<file path="src/rtl/wb_pkg.sv">
// Shared types for the register-writeback arbiter: default widths, the buffered
// load entry and the per-cycle output-select encoding.
package wb_pkg;

  localparam int WB_DATA_W = 32;
  localparam int WB_ADDR_W = 5;
  localparam int WB_DEPTH  = 4;

  typedef struct packed {
    logic                 live;
    logic [WB_ADDR_W-1:0] rd;
    logic [WB_DATA_W-1:0] data;
  } wb_entry_t;

  typedef enum logic [1:0] {
    SEL_NONE,
    SEL_ALU,
    SEL_BUF,
    SEL_MEM
  } wb_sel_t;

endpackage

</file>
<file path="src/rtl/wb_buffer.sv">
// In-order circular buffer of load writebacks with per-entry live bits,
// squash-by-address and a youngest-match search (built only with WB_LOOKUP_EN).
module wb_buffer
  import wb_pkg::*;
#(
  parameter int DEPTH = WB_DEPTH
) (
  input  logic                       clk,
  input  logic                       reset,
  input  logic                       push,
  input  wb_entry_t                  push_entry,
  input  logic                       pop,
  input  logic                       squash,
  input  logic [WB_ADDR_W-1:0]       squash_rd,
  output wb_entry_t                  head,
  output logic [$clog2(DEPTH+1)-1:0] count,
  input  logic [WB_ADDR_W-1:0]       lookup_rs,
  output logic                       lookup_hit,
  output logic [WB_DATA_W-1:0]       lookup_data
);

  localparam int PTR_W = $clog2(DEPTH);
  localparam int CNT_W = $clog2(DEPTH + 1);

  wb_entry_t        entries [DEPTH];
  logic [PTR_W-1:0] head_ptr;
  logic [PTR_W-1:0] tail_ptr;
  logic [CNT_W-1:0] count_q;

  assign head  = entries[head_ptr];
  assign count = count_q;

  // Popped slots are marked dead so every slot outside the occupied range stays dead.
  always_ff @(posedge clk) begin
    if (reset) begin
      head_ptr <= '0;
      tail_ptr <= '0;
      count_q  <= '0;
      for (int i = 0; i < DEPTH; i++) begin
        entries[i] <= '0;
      end
    end else begin
      for (int i = 0; i < DEPTH; i++) begin
        if (squash && entries[i].rd == squash_rd) begin
          entries[i].live <= 1'b0;
        end
      end
      if (pop) begin
        entries[head_ptr].live <= 1'b0;
        head_ptr               <= head_ptr + 1'b1;
      end
      if (push) begin
        entries[tail_ptr] <= push_entry;
        tail_ptr          <= tail_ptr + 1'b1;
      end
      count_q <= count_q + CNT_W'(push) - CNT_W'(pop);
    end
  end

`ifdef WB_LOOKUP_EN
  logic [PTR_W-1:0] scan_idx;

  // Walk oldest to youngest so the last match wins.
  always_comb begin
    lookup_hit  = 1'b0;
    lookup_data = '0;
    scan_idx    = head_ptr;
    for (int k = 0; k < DEPTH; k++) begin
      scan_idx = head_ptr + PTR_W'(k);
      if (CNT_W'(k) < count_q && entries[scan_idx].live &&
          entries[scan_idx].rd == lookup_rs && lookup_rs != '0) begin
        lookup_hit  = 1'b1;
        lookup_data = entries[scan_idx].data;
      end
    end
  end
`else
  logic unused_lookup_rs;
  assign unused_lookup_rs = ^lookup_rs;
  assign lookup_hit       = 1'b0;
  assign lookup_data      = '0;
`endif

endmodule

</file>
<file path="src/rtl/writeback_arbiter.sv">
// Merges ALU and load writebacks onto the single register-file write port.
// Define WB_LOOKUP_EN to build the forwarding lookup; otherwise it reads as 0.
module writeback_arbiter
  import wb_pkg::*;
#(
  parameter int DEPTH  = WB_DEPTH,
  parameter int DATA_W = WB_DATA_W,
  parameter int ADDR_W = WB_ADDR_W
) (
  input  logic              clk,
  input  logic              reset,
  input  logic              alu_valid,
  input  logic [ADDR_W-1:0] alu_rd,
  input  logic [DATA_W-1:0] alu_data,
  input  logic              mem_valid,
  input  logic [ADDR_W-1:0] mem_rd,
  input  logic [DATA_W-1:0] mem_data,
  output logic              mem_ready,
  output logic              reg_write_enable,
  output logic [ADDR_W-1:0] address,
  output logic [DATA_W-1:0] write_data,
  input  logic [ADDR_W-1:0] lookup_rs,
  output logic              lookup_hit,
  output logic [DATA_W-1:0] lookup_data
);

  localparam int CNT_W = $clog2(DEPTH + 1);

  logic [CNT_W-1:0]  buf_count;
  wb_entry_t         buf_head;
  wb_entry_t         push_entry;
  logic              buf_hit;
  logic [DATA_W-1:0] buf_data;
  wb_sel_t           sel;
  logic              alu_issue;
  logic              mem_fire;
  logic              push;
  logic              pop;

  assign mem_ready  = (buf_count < CNT_W'(DEPTH));
  assign alu_issue  = alu_valid && alu_rd != '0;
  assign mem_fire   = mem_valid && mem_ready;
  assign push_entry = '{live: 1'b1, rd: mem_rd, data: mem_data};

  always_comb begin
    sel = SEL_NONE;
    if (alu_issue) begin
      sel = SEL_ALU;
    end else if (buf_count != '0) begin
      sel = SEL_BUF;
    end else if (mem_fire && mem_rd != '0) begin
      sel = SEL_MEM;
    end
  end

  // A same-cycle load to the ALU's destination is older, so it is simply dropped.
  assign pop  = (sel == SEL_BUF);
  assign push = mem_fire && mem_rd != '0 && sel != SEL_MEM &&
                !(alu_issue && mem_rd == alu_rd);

  wb_buffer #(
    .DEPTH(DEPTH)
  ) u_buffer (
    .clk        (clk),
    .reset      (reset),
    .push       (push),
    .push_entry (push_entry),
    .pop        (pop),
    .squash     (alu_issue),
    .squash_rd  (alu_rd),
    .head       (buf_head),
    .count      (buf_count),
    .lookup_rs  (lookup_rs),
    .lookup_hit (buf_hit),
    .lookup_data(buf_data)
  );

  always_ff @(posedge clk) begin
    if (reset) begin
      reg_write_enable <= 1'b0;
      address          <= '0;
      write_data       <= '0;
    end else begin
      reg_write_enable <= 1'b0;
      case (sel)
        SEL_ALU: begin
          reg_write_enable <= 1'b1;
          address          <= alu_rd;
          write_data       <= alu_data;
        end
        SEL_BUF: begin
          reg_write_enable <= buf_head.live;
          if (buf_head.live) begin
            address    <= buf_head.rd;
            write_data <= buf_head.data;
          end
        end
        SEL_MEM: begin
          reg_write_enable <= 1'b1;
          address          <= mem_rd;
          write_data       <= mem_data;
        end
        default: ;
      endcase
    end
  end

`ifdef WB_LOOKUP_EN
  // A live buffered match is always younger than the committing write, so it wins.
  always_comb begin
    lookup_hit  = 1'b0;
    lookup_data = '0;
    if (buf_hit) begin
      lookup_hit  = 1'b1;
      lookup_data = buf_data;
    end else if (reg_write_enable && address == lookup_rs && lookup_rs != '0) begin
      lookup_hit  = 1'b1;
      lookup_data = write_data;
    end
  end
`else
  logic unused_buf_lookup;
  assign unused_buf_lookup = buf_hit ^ (^buf_data);
  assign lookup_hit        = 1'b0;
  assign lookup_data       = '0;
`endif

endmodule

</file>
<file path="config.mk">
export PLATFORM = sky130hd
export DESIGN_NAME = writeback_arbiter
export DESIGN_NICKNAME = d
export VERILOG_FILES = /design/src/rtl/wb_pkg.sv /design/src/rtl/wb_buffer.sv /design/src/rtl/writeback_arbiter.sv
export SDC_FILE = /design/constraint.sdc
export NUM_CORES = 1
export LEC_CHECK = 0
export ABC_AREA = 1
export BUFFER_PORTS_ARGS = -buffer_cell sky130_fd_sc_hd__buf_2
export CELL_PAD_IN_SITES_DETAIL_PLACEMENT = 1
export CELL_PAD_IN_SITES_GLOBAL_PLACEMENT = 1
export CORE_MARGIN = 10
export CORE_UTILIZATION = 46
export CTS_BUF_LIST = sky130_fd_sc_hd__clkbuf_4 sky130_fd_sc_hd__clkbuf_8 sky130_fd_sc_hd__clkbuf_16
export CTS_CLUSTER_SIZE = 40
export DETAILED_ROUTE_END_ITERATION = 16
export GPL_ROUTABILITY_DRIVEN = 0
export HOLD_SLACK_MARGIN = 0.12
export PLACE_DENSITY_LB_ADDON = 0.1
export RECOVER_POWER = 25
export SYNTH_ARGS = -nofsm -noshare
export SYNTH_HDL_FRONTEND = slang
export SYNTH_HIERARCHICAL = 1
export SYNTH_SLANG_ARGS = --single-unit
</file>
<file path="constraint.sdc">
create_clock -name clk -period 4.8 [get_ports clk]
set_input_delay 0.72 -clock clk [delete_from_list [all_inputs] [get_ports clk]]
set_output_delay 0.72 -clock clk [all_outputs]
set_load 0.01 [all_outputs]
</file>
==> results.sh <==
export IMPL_status="finished, final reports clean"
export IMPL_critPathCapture="write_data[8]"
export IMPL_drtIter0Drc=429
export IMPL_start_util_pct=46.4
export IMPL_antenna_found_initial=0
export IMPL_drt_wirelength_per_cell_um=19.0
export IMPL_layout_drive_gt1_share_pct=11.0
export IMPL_final_setup_tns_ns=0
export IMPL_dp_final_hpwl_mm=18.1
export IMPL_clkSinkCount=199
export IMPL_yosysWarningCount=6
export IMPL_met3_usage_pct=4.05
export IMPL_hold_viol_final=0
export IMPL_cp_arrival_ns=3.76
export IMPL_worstMarginPinSlew_ns=1.17
export IMPL_p_total_w=0.00560
export IMPL_vias=8121
export IMPL_worst_r2r_cell_count=7
export IMPL_clk_pin_slew_ns=0.07
export IMPL_path_cells="inv_2 -> o21ai_0 -> o22ai_1 -> nand2_2 -> nand3_4 -> o21ai_0 -> nor2_1"
export IMPL_grt_ovfl_total=0
export IMPL_diodes=0
export IMPL_cts_setup_buffers=0
export IMPL_grt_max_degree=75
export IMPL_period_share_pct=71.5
export IMPL_skew_ns=0.0162
export IMPL_relSlewSlack_pct=21.5
export IMPL_portBuffers=116
export IMPL_coreArea_um2=21700
export IMPL_slew_violations=0
export IMPL_die_w_um=168
export IMPL_p_per_area_nw_per_um2=507
export IMPL_fin_cells=1557
export IMPL_grtUsageMet2_pct=36.9
export IMPL_nets=1358
export IMPL_placed_cell_area_um2=10600
export IMPL_grt_usage_pct=20.8
export IMPL_dr_pass1_iters=5
export IMPL_clockBufferDepth=2
export IMPL_p_leak_nw=5.00
export IMPL_ctsResizeCount=0
export IMPL_grtUsageMet1_pct=25.3
export IMPL_cap_violations=0
export IMPL_hold_buffers=0
export IMPL_avgViaCountPerCell=5.22
export IMPL_crit_slowest_cell="dfxtp_1"
export IMPL_fin_crit_ns=3.43
export IMPL_die_h_um=168
export IMPL_worstPathRequired_ns=5.12
export IMPL_max_clock_freq_mhz=291
export IMPL_stdcell_area_um2=11000
export IMPL_utilization_pct=50.9
export IMPL_postRouteAntennaNets=0
export IMPL_crit_fanout=74
export IMPL_crit_type="flop to flop"
export IMPL_rsz0062_at_grt="false"
export IMPL_drc=0
export IMPL_cpPeakStageDelay_ns=1.00
export IMPL_clock_tree_root_cell="clkbuf_16"
export IMPL_cts_buffers=17
export IMPL_cp_common_cell="o21ai_0"
export IMPL_die_area_um2=28200
export IMPL_final_setup_viol_count=0
export IMPL_cp_start_kind="flop"
export IMPL_r2r_end="write_data[8]"
export IMPL_htree_levels=4
export IMPL_ios=155
export IMPL_r2r_slack_ns=1.37
export IMPL_peakVddDrop_v=0.000291
export IMPL_dp_cells=1525
export IMPL_wirelength_mm=29.6
export IMPL_syn_instance_count=1180
export IMPL_grt_busiest_layer="met2"
export IMPL_syn_area_per_cell_um2=8.53
export IMPL_tritoncts="done"
export IMPL_syn_cell_area_um2=10100
export IMPL_area_growth_pct=9.66
export IMPL_worstSkewPairLatency_ns=0.44
export IMPL_grt_pass1_vias=8566
export IMPL_cp_end_kind="flop"
export IMPL_hp_class="flop to flop"
export IMPL_fill_cells=2705
export IMPL_grt_pass1_wl_mm=46.8
export IMPL_rows=54
## layout make-up
type	count	area (um^2)	area share, %
Sequential cell	199	5510	49.9
Multi-Input combinational cell	823	3600	32.6
Timing Repair Buffer	133	676	6.12
Clock buffer	20	448	4.06
Tap cell	280	350	3.17
Inverter	90	338	3.06
Clock inverter	12	124	1.12
## layout by cell type (no fill, tap or decap), types with 3 or more instances in the layout
master	n
nor2_1	315
nand2_1	227
edfxtp_1	152
inv_1	85
o21ai_0	78
buf_2	76
nand3_1	50
dfxtp_1	46
clkbuf_1	40
o21ai_1	39
conb_1	34
o22ai_1	33
a21oi_1	17
clkbuf_16	17
buf_4	12
ha_1	10
inv_2	5
nand2_2	5
xor2_1	3
clkbuf_4	3
clkbuf_2	3
## metal layers
layer	up-vias	routed length [um]
met2	171	15100
met1	3998	12700
met3	29	1390
met4	0	359
li1	3923	-
met5	-	0
## where the power goes
part / internal, W / switching, W / leakage, nW
registers: 0.00216 / 0.000197 / 1.97
logic: 0.000557 / 0.00127 / 2.75
clock network: 0.000745 / 0.000674 / 0.280
## worst min-delay path by stage
stage	from	endpoint	slack, ns	cells after the start
floorplan	u_buffer/tail_ptr[1]	u_buffer/tail_ptr[1]	0.49	2
global placement	write_data[19]	write_data[19]	0.49	2
detailed placement	address[2]	address[2]	0.49	2
CTS	address[2]	address[2]	0.51	2
global route	address[3]	address[3]	0.54	2
finish	address[2]	address[2]	0.51	2
## state kept, by name, summed over array words and instances (netlist names), named ones only
register,cells
u_buffer/tail_ptr,2
reg_write_enable,1
u_buffer/head_ptr,2
write_data,32
u_buffer/entries,152
address,5
u_buffer/count,3
## through the flow
| step | setup slack (ns) | hold slack, ns |
|---|---|---|
| 2_1_floorplan | 1.76 | 0.490 |
| 3_3_place_gp | 1.62 | 0.488 |
| 3_5_place_dp | 1.57 | 0.495 |
| 4_1_cts | 1.79 | 0.514 |
| 5_1_grt | 0.889 | 0.541 |
| 6_report | 1.37 | 0.512 |
## critical path, delay by kind of cell, from the launching register on
kind,cells,cell delay (ns)
simple gates,3,0.89
flops,1,1.00
compound gates,3,0.89
buf+inv,1,0.51
(Power assumes the default switching activity.)
